`src/rtl/motor_pkg.sv`:
```
// Shared definitions for the motor bridge guard.
//   - command encodings on cmd (CMD_*)
//   - H-bridge pin encodings on IN (BR_*)
//   - per-channel guard FSM state type
//   - helpers that map a command onto the bridge pins and spot a reversal
package motor_pkg;

    localparam logic [1:0] CMD_COAST = 2'b00;
    localparam logic [1:0] CMD_FWD   = 2'b01;
    localparam logic [1:0] CMD_REV   = 2'b10;
    localparam logic [1:0] CMD_BRAKE = 2'b11;

    localparam logic [1:0] BR_COAST  = 2'b00;
    localparam logic [1:0] BR_FWD    = 2'b10;
    localparam logic [1:0] BR_REV    = 2'b01;
    localparam logic [1:0] BR_BRAKE  = 2'b11;

    typedef enum logic [1:0] {
        ST_RUN   = 2'd0,
        ST_DEAD  = 2'd1,
        ST_TRIP  = 2'd2,
        ST_LATCH = 2'd3
    } guard_state_t;

    function automatic logic [1:0] cmd_to_bridge(input logic [1:0] cmd);
        logic [1:0] drive;
        case (cmd)
            CMD_FWD:   drive = BR_FWD;
            CMD_REV:   drive = BR_REV;
            CMD_BRAKE: drive = BR_BRAKE;
            default:   drive = BR_COAST;
        endcase
        return drive;
    endfunction

    // True when the bridge is currently driving one direction and the new
    // command asks for the opposite one.
    function automatic logic is_reversal(input logic [1:0] drive, input logic [1:0] cmd);
        return ((drive == BR_FWD) && (cmd == CMD_REV)) ||
               ((drive == BR_REV) && (cmd == CMD_FWD));
    endfunction

endpackage

```
`src/rtl/motor_bridge_guard_if.sv`:
```
// Command/status bundle between the switch/command logic and the bridge guard.
//   cmd       per-channel command, channel n at [2n+1:2n]
//   oc        asynchronous overcurrent comparator flags
//   fault_clr synchronous clear pulse for latched channels
//   IN        H-bridge input pins, channel n at [2n+1:2n]
//   tripped   channel is in retry hold-off
//   latched   channel is latched off
// master: command side, slave: the guard.
interface motor_bridge_guard_if #(
    parameter int NUM_MOTORS = 2
);
    logic [2*NUM_MOTORS-1:0] cmd;
    logic [NUM_MOTORS-1:0]   oc;
    logic                    fault_clr;
    logic [2*NUM_MOTORS-1:0] IN;
    logic [NUM_MOTORS-1:0]   tripped;
    logic [NUM_MOTORS-1:0]   latched;

    modport master (
        output cmd, oc, fault_clr,
        input  IN, tripped, latched
    );

    modport slave (
        input  cmd, oc, fault_clr,
        output IN, tripped, latched
    );
endinterface

```
`src/rtl/motor_channel_guard.sv`:
```
// One H-bridge channel: oc synchroniser, overcurrent filter, retry counter
// and the guard FSM that drives the two bridge pins.
// Ports:
//   clk, reset    system clock, asynchronous active-low reset
//   cmd_i         2-bit command (coast/fwd/rev/brake)
//   oc_i          raw asynchronous overcurrent flag
//   fault_clr_i   clear request for a latched channel
//   in_o          registered bridge pin drive
//   tripped_o     registered, high while in retry hold-off
//   latched_o     registered, high while latched off
// Build option: BRAKE_ON_TRIP_EN makes the hold-off drive brake instead of coast.
//
// state    | meaning
// ---------+------------------------------------------------------------
// ST_RUN   | bridge follows cmd
// ST_DEAD  | coast for DEADTIME cycles on a fwd<->rev reversal
// ST_TRIP  | overcurrent hold-off for RETRY_CYCLES cycles, then retry
// ST_LATCH | retries exhausted; coast until fault_clr with cmd = coast
module motor_channel_guard
    import motor_pkg::*;
#(
    parameter int OC_FILTER    = 4,
    parameter int RETRY_CYCLES = 16,
    parameter int MAX_RETRIES  = 3,
    parameter int DEADTIME     = 8
) (
    input  logic       clk,
    input  logic       reset,
    input  logic [1:0] cmd_i,
    input  logic       oc_i,
    input  logic       fault_clr_i,
    output logic [1:0] in_o,
    output logic       tripped_o,
    output logic       latched_o
);

    localparam int FILT_W  = $clog2(OC_FILTER + 1);
    localparam int HOLD_W  = $clog2(RETRY_CYCLES + 1);
    localparam int DEAD_W  = $clog2(DEADTIME + 1);
    localparam int RETRY_W = $clog2(MAX_RETRIES + 1);

`ifdef BRAKE_ON_TRIP_EN
    localparam logic [1:0] TRIP_DRIVE = BR_BRAKE;
`else
    localparam logic [1:0] TRIP_DRIVE = BR_COAST;
`endif

    guard_state_t         state_q;
    logic [1:0]           in_q;
    logic                 tripped_q;
    logic                 latched_q;
    logic [DEAD_W-1:0]    dead_tmr_q;
    logic [HOLD_W-1:0]    trip_tmr_q;
    logic                 sync1_q;
    logic                 sync2_q;
    logic [FILT_W-1:0]    filt_q;
    logic [HOLD_W-1:0]    clean_q;
    logic [RETRY_W-1:0]   retry_q;

    logic trip_hit;
    logic clean_cycle;

    // The edge that sees the OC_FILTER-th consecutive high sample trips.
    assign trip_hit    = sync2_q && (filt_q >= FILT_W'(OC_FILTER - 1)) &&
                         ((state_q == ST_RUN) || (state_q == ST_DEAD));
    assign clean_cycle = (state_q == ST_RUN) && !sync2_q;

    always_ff @(posedge clk or negedge reset) begin
        if (!reset) begin
            sync1_q <= 1'b0;
            sync2_q <= 1'b0;
            filt_q  <= '0;
            clean_q <= '0;
            retry_q <= '0;
        end else begin
            sync1_q <= oc_i;
            sync2_q <= sync1_q;

            if ((state_q == ST_TRIP) || !sync2_q) begin
                filt_q <= '0;
            end else if (filt_q != FILT_W'(OC_FILTER)) begin
                filt_q <= filt_q + 1'b1;
            end

            if (!clean_cycle) begin
                clean_q <= '0;
            end else if (clean_q != HOLD_W'(RETRY_CYCLES)) begin
                clean_q <= clean_q + 1'b1;
            end

            if (trip_hit && (retry_q != RETRY_W'(MAX_RETRIES))) begin
                retry_q <= retry_q + 1'b1;
            end else if (clean_cycle && (clean_q == HOLD_W'(RETRY_CYCLES - 1))) begin
                retry_q <= '0;
            end
        end
    end

    always_ff @(posedge clk or negedge reset) begin
        if (!reset) begin
            state_q    <= ST_RUN;
            in_q       <= BR_COAST;
            tripped_q  <= 1'b0;
            latched_q  <= 1'b0;
            dead_tmr_q <= '0;
            trip_tmr_q <= '0;
        end else if (trip_hit) begin
            // A trip wins over any DEAD entry or exit on the same edge.
            if (retry_q != RETRY_W'(MAX_RETRIES)) begin
                state_q    <= ST_TRIP;
                in_q       <= TRIP_DRIVE;
                tripped_q  <= 1'b1;
                trip_tmr_q <= HOLD_W'(RETRY_CYCLES - 1);
            end else begin
                state_q   <= ST_LATCH;
                in_q      <= BR_COAST;
                latched_q <= 1'b1;
            end
        end else begin
            case (state_q)
                ST_RUN: begin
                    if (is_reversal(in_q, cmd_i)) begin
                        state_q    <= ST_DEAD;
                        in_q       <= BR_COAST;
                        dead_tmr_q <= DEAD_W'(DEADTIME - 1);
                    end else begin
                        in_q <= cmd_to_bridge(cmd_i);
                    end
                end
                ST_DEAD: begin
                    if (dead_tmr_q == '0) begin
                        state_q <= ST_RUN;
                        in_q    <= cmd_to_bridge(cmd_i);
                    end else begin
                        dead_tmr_q <= dead_tmr_q - 1'b1;
                    end
                end
                ST_TRIP: begin
                    if (trip_tmr_q == '0) begin
                        state_q   <= ST_RUN;
                        in_q      <= cmd_to_bridge(cmd_i);
                        tripped_q <= 1'b0;
                    end else begin
                        trip_tmr_q <= trip_tmr_q - 1'b1;
                    end
                end
                ST_LATCH: begin
                    if (fault_clr_i && (cmd_i == CMD_COAST)) begin
                        state_q   <= ST_RUN;
                        in_q      <= BR_COAST;
                        latched_q <= 1'b0;
                    end
                end
                default: begin
                    state_q <= ST_RUN;
                    in_q    <= BR_COAST;
                end
            endcase
        end
    end

    assign in_o      = in_q;
    assign tripped_o = tripped_q;
    assign latched_o = latched_q;

endmodule

```
`src/rtl/motor_bridge_guard.sv`:
```
// Multi-channel H-bridge guard: one motor_channel_guard per bridge, all
// sharing clk, reset and fault_clr; channels are otherwise independent.
// Ports:
//   clk    system clock
//   reset  asynchronous active-low reset
//   bus    slave side of motor_bridge_guard_if (cmd/oc/fault_clr in,
//          IN/tripped/latched out)
// Build option: BRAKE_ON_TRIP_EN (see motor_channel_guard).
module motor_bridge_guard
    import motor_pkg::*;
#(
    parameter int NUM_MOTORS   = 2,
    parameter int OC_FILTER    = 4,
    parameter int RETRY_CYCLES = 16,
    parameter int MAX_RETRIES  = 3,
    parameter int DEADTIME     = 8
) (
    input  logic                clk,
    input  logic                reset,
    motor_bridge_guard_if.slave bus
);

    for (genvar n = 0; n < NUM_MOTORS; n++) begin : g_ch
        motor_channel_guard #(
            .OC_FILTER   (OC_FILTER),
            .RETRY_CYCLES(RETRY_CYCLES),
            .MAX_RETRIES (MAX_RETRIES),
            .DEADTIME    (DEADTIME)
        ) u_ch (
            .clk        (clk),
            .reset      (reset),
            .cmd_i      (bus.cmd[2*n +: 2]),
            .oc_i       (bus.oc[n]),
            .fault_clr_i(bus.fault_clr),
            .in_o       (bus.IN[2*n +: 2]),
            .tripped_o  (bus.tripped[n]),
            .latched_o  (bus.latched[n])
        );
    end

endmodule
```
`src/flat_wrapper.sv`:
```
// flat-port wrapper written by rule: the top's interface ports become plain ports
module motor_bridge_guard_flat import motor_pkg::*;
#(
    parameter int NUM_MOTORS   = 2,
    parameter int OC_FILTER    = 4,
    parameter int RETRY_CYCLES = 16,
    parameter int MAX_RETRIES  = 3,
    parameter int DEADTIME     = 8
)
  (clk, reset, bus_cmd, bus_oc, bus_fault_clr, bus_IN, bus_tripped, bus_latched);
  motor_bridge_guard_if #(.NUM_MOTORS(NUM_MOTORS)) bus_i ();
  input  logic clk;
  input  logic reset;
  input wire logic [$bits(bus_i.cmd)-1:0] bus_cmd;
  input wire logic [$bits(bus_i.oc)-1:0] bus_oc;
  input wire logic [$bits(bus_i.fault_clr)-1:0] bus_fault_clr;
  output wire logic [$bits(bus_i.IN)-1:0] bus_IN;
  output wire logic [$bits(bus_i.tripped)-1:0] bus_tripped;
  output wire logic [$bits(bus_i.latched)-1:0] bus_latched;
  assign bus_i.cmd = bus_cmd;
  assign bus_i.oc = bus_oc;
  assign bus_i.fault_clr = bus_fault_clr;
  assign bus_IN = bus_i.IN;
  assign bus_tripped = bus_i.tripped;
  assign bus_latched = bus_i.latched;
  motor_bridge_guard #(.NUM_MOTORS(NUM_MOTORS), .OC_FILTER(OC_FILTER), .RETRY_CYCLES(RETRY_CYCLES), .MAX_RETRIES(MAX_RETRIES), .DEADTIME(DEADTIME)) u_core (.clk(clk), .reset(reset), .bus(bus_i));
endmodule
```
`config.mk`:
```
export PLATFORM = sky130hd
export DESIGN_NAME = motor_bridge_guard_flat
export DESIGN_NICKNAME = d
export VERILOG_FILES = /design/src/rtl/motor_pkg.sv /design/src/rtl/motor_bridge_guard_if.sv /design/src/rtl/motor_channel_guard.sv /design/src/rtl/motor_bridge_guard.sv /design/src/flat_wrapper.sv
export SDC_FILE = /design/constraint.sdc
export NUM_CORES = 1
export LEC_CHECK = 0
export CAP_MARGIN = 15
export CORE_ASPECT_RATIO = 0.75
export CORE_MARGIN = 2
export CORE_UTILIZATION = 30
export CTS_CLUSTER_SIZE = 24
export DETAILED_ROUTE_END_ITERATION = 16
export HOLD_SLACK_MARGIN = 0.06
export SLEW_MARGIN = 20
export SYNTH_ARGS = -nofsm -noshare
export SYNTH_HDL_FRONTEND = slang
export SYNTH_SLANG_ARGS = --single-unit
```
`constraint.sdc`:
```
create_clock -name clk -period 2.1 [get_ports clk]
set_input_delay 0.42 -clock clk [delete_from_list [all_inputs] [get_ports clk]]
set_output_delay 0.42 -clock clk [all_outputs]
set_load 0.02 [all_outputs]
```
==> flow_metrics.env <==
export IMPL_cts_buffer_depth=2
export IMPL_r2r_start="u_core.g_ch[0].u_ch.filt_q[1]$_DFFE_PN0P_"
export IMPL_ios=17
export IMPL_worst_path_largest_cell_delay_ps=390
export IMPL_final_layout_size_suffix_gt1_share_pct=12.5
export IMPL_routed_wl_um=6070
export IMPL_placed_cell_area_mm2=0.00354
export IMPL_synth_distinct_cells=53
export IMPL_synth_area_per_cell_um2=9.82
export IMPL_htreeDepth=2
export IMPL_synth_top_family_by_area="simple AND/OR/NAND/NOR gates"
export IMPL_dp_cells=479
export IMPL_diodes=0
export IMPL_yosysWarningCount=0
export IMPL_clockRootBuffer="clkbuf_16"
export IMPL_first_pass_iters=4
export IMPL_synth_top_cell_by_area="dfrtp_1"
export IMPL_synth_compound_area_share_pct=14.6
export IMPL_r2r_end="u_core.g_ch[0].u_ch.dead_tmr_q[3]$_DFFE_PN0P_"
export IMPL_status="complete, no violations"
export IMPL_critPathCaptureType="flip-flop"
export IMPL_synth_seq_cells=54
export IMPL_clock_sinks=54
export IMPL_drt_initial_drc_count=113
export IMPL_clk_pin_slew_ps=80
export IMPL_ys_flop_type="dfrtp_1"
export IMPL_vias_per_cell=4.85
export IMPL_syn_num_nets=358
export IMPL_tightestPinTransition_ps=464
export IMPL_max_freq_mhz=492
export IMPL_dr_total_vias=2370
export IMPL_cts_tree="done"
export IMPL_synthToLayoutAreaGrowth_pct=19.6
export IMPL_clkLatencyLatePin_ps=290
export IMPL_synth_fa_ha_area_share_pct=12.0
export IMPL_crit_required_ps=2300
export IMPL_grt_pass1_vias=2283
export IMPL_grt_met2_usage_pct=18.1
export IMPL_synth_edf_count=0
export IMPL_ys_seq_area_share_pct=43.1
export IMPL_synthArstFlopShare_pct=100
export IMPL_period_share_pct=96.8
export IMPL_ctsHoldBuffers=0
export IMPL_fin_cells=489
export IMPL_path_buf_inv=1
export IMPL_initial_core_util_pct=30.7
export IMPL_cpMaxStageDelayCell="dfrtp_1"
export IMPL_cp_max_fo=7
export IMPL_syn_inst=319
export IMPL_synth_top_area_share_pct=43.1
export IMPL_antenna_found_initial=0
export IMPL_critPathTopFamily="simple AND/OR/NAND/NOR gates"
export IMPL_grt_use_met3_pct=1.85
export IMPL_grtUsageTotal_pct=11.3
export IMPL_power_density_mw_per_mm2=1370
export IMPL_fin_crit_ps=2030
export IMPL_max_slew_margin_pct=68.9
export IMPL_reg2reg_depth=8
export IMPL_vdd_ir_drop_max_v=0.000405
export IMPL_rows=32
export IMPL_worstPathCellList="ha_2 -> ha_1 -> a211o_1 -> and2_4 -> nor3_4 -> buf_4 -> nand4_1 -> o221ai_1"
export IMPL_timing_worst_setup_path_type="flip-flop to flip-flop"
export IMPL_synth_xor_area_share_pct=2.52
export IMPL_cp_arrival_ps=2230
export IMPL_fin_skew_ps=7.70
export IMPL_min_path_type="input port to asynchronous set/reset pin"
export IMPL_hold_viol_final=0
export IMPL_coreArea_mm2=0.0102
export IMPL_synth_area_mm2=0.00313
export IMPL_yosys_top_cells_area="dfrtp_1 (43%), ha_1 (12%), nand2_1 (4.1%)"
export IMPL_maxCapViolCount=0
export IMPL_grt_pass1_wl_um=10400
export IMPL_synth_area_mux_share_pct=2.96
export IMPL_yosys_area_share_simple_pct=19.5
export IMPL_reg2reg_slack_ps=70
export IMPL_drc_errors=0
export IMPL_use_met1_pct=15.8
export IMPL_gr_max_usage_layer="met2"
export IMPL_design_area_mm2=0.00375
export IMPL_gp_congestion=0.779
export IMPL_nets=391
export IMPL_dieArea_mm2=0.0113
export IMPL_cts_buffers=5
export IMPL_portBuffers=16
export IMPL_finalSetupViolations=0
export IMPL_grt_max_degree=37
export IMPL_die_y_um=92.5
export IMPL_post_drt_wl_per_cell_um=12.4
export IMPL_leakagePower_nw=1.67
export IMPL_grt_ovfl_total=0
export IMPL_dp_final_hpwl_um=4590
export IMPL_die_w_um=122
export IMPL_slew_violations=0
export IMPL_cp_start_kind="flip-flop"
export IMPL_antenna_left=0
## how the worst max path moves through the flow
stage	from	to	slack, ps	cells past startpoint
after floorplan	u_core.g_ch[0].u_ch.filt_q[0]$_DFFE_PN0P_	u_core.g_ch[0].u_ch.trip_tmr_q[4]$_DFFE_PN0P_	90	7
after global placement	bus_fault_clr	u_core.g_ch[1].u_ch.in_o[0]$_DFFE_PN0P_	-40	5
after detailed placement	bus_fault_clr	u_core.g_ch[1].u_ch.in_o[0]$_DFFE_PN0P_	-110	5
after CTS	u_core.g_ch[0].u_ch.filt_q[0]$_DFFE_PN0P_	u_core.g_ch[0].u_ch.dead_tmr_q[2]$_DFFE_PN0P_	30	7
after global routing	u_core.g_ch[0].u_ch.filt_q[1]$_DFFE_PN0P_	u_core.g_ch[0].u_ch.dead_tmr_q[3]$_DFFE_PN0P_	-40	8
final	u_core.g_ch[0].u_ch.filt_q[1]$_DFFE_PN0P_	u_core.g_ch[0].u_ch.dead_tmr_q[3]$_DFFE_PN0P_	70	8
## cells in the final DEF, fill, tap and decap left out, types with 3 or more instances in the layout
master,netlist,final
a21oi_1,17,17
a31oi_1,4,4
and3_1,6,6
buf_4,4,16
clkbuf_16,0,5
clkdlybuf4s50_1,0,15
dfrtp_1,54,54
ha_1,30,29
inv_1,33,33
mux2i_1,7,7
nand2_1,34,34
nand2b_1,3,3
nand3_1,10,10
nand3b_1,3,3
nand4_1,5,5
nor2_1,26,26
nor3_1,9,9
nor3b_1,6,6
o21ai_0,12,12
xnor2_1,5,5
xor2_1,4,4
## synthesized netlist by cell type (all sizes together), types with 2 or more instances
cell     n
a211o    2
a211oi   4
a21oi   17
a22o     2
a22oi    2
a31oi    4
and3     6
buf      5
clkbuf   2
dfrtp   54
ha      30
inv     33
mux2     2
mux2i    7
nand2   34
nand2b   3
nand3   10
nand3b   3
nand4    5
nor2    26
nor3    10
nor3b    6
nor4b    4
o211ai   2
o21a     2
o21ai   13
o221ai   2
o41ai    3
or3      2
or3b     2
xnor2    5
xor2     4
## repair_timing
| action | CTS | global route |
|---|---|---|
| setup endpoints to repair | 0 | 12 |
| buffers inserted | 0 | 2 |
| gates resized for setup | 0 | 4 |
## area by class of cell
cell class / instances / area, µm²
clock inverter: 2 / 38.8
clock buffer: 6 / 139
inverter: 33 / 124
fill: 1009 / 6460
multi-input combinational: 225 / 1630
timing repair buffer: 33 / 295
tap: 136 / 170
sequential: 54 / 1350
## flip-flops by register name, indices dropped and copies added (netlist names)
signal / flops
u_core.g_ch.u_ch.clean_q: 10
u_core.g_ch.u_ch.trip_tmr_q: 10
u_core.g_ch.u_ch.dead_tmr_q: 8
u_core.g_ch.u_ch.filt_q: 6
u_core.g_ch.u_ch.in_o: 4
u_core.g_ch.u_ch.retry_q: 4
u_core.g_ch.u_ch.state_q: 4
u_core.g_ch.u_ch.latched_o: 2
u_core.g_ch.u_ch.sync1_q: 2
u_core.g_ch.u_ch.sync2_q: 2
u_core.g_ch.u_ch.tripped_o: 2
## report_power, final
group | leakage, nW | internal [W] | total [W] | switching, W
clock network | 0.0875 | 0.000600 | 0.000970 | 0.000370
logic | 0.937 | 0.00108 | 0.00240 | 0.00132
registers | 0.650 | 0.00141 | 0.00176 | 0.000347
## metrics by stage
step	setup TNS (ps)	hold slack, ps	power, W	utilization (%)	setup slack (ps)
CTS	0	84.9	0.00509	36.4	28.2
global route	-43.9	100	0.00556	36.7	-43.9
detailed placement	-401	335	0.00410	34.7	-110
floorplan	0	124	0.00344	-	86.4
finish	0	67.7	0.00513	36.7	68.2
global placement	-63.3	332	0.00402	34.7	-44.7
## metal layers
metal,vias to the layer above,share of wire [%]
met5,-,0
met2,20,46
met1,1165,52
li1,1183,-
met4,0,0.94
met3,2,1.6
## logic make-up (layout without fill, tap and decap cells)
logic type,after synthesis,in the layout
adder cells (fa/ha/maj),30,30
XOR/XNOR,9,9
AO/OA/AOI/OAI,63,63
AND/OR/NAND/NOR,114,114
buffers and inverters,40,74
flip-flops,54,54
multiplexers,9,9
No activity file was read; power rests on OpenSTA's default activity.
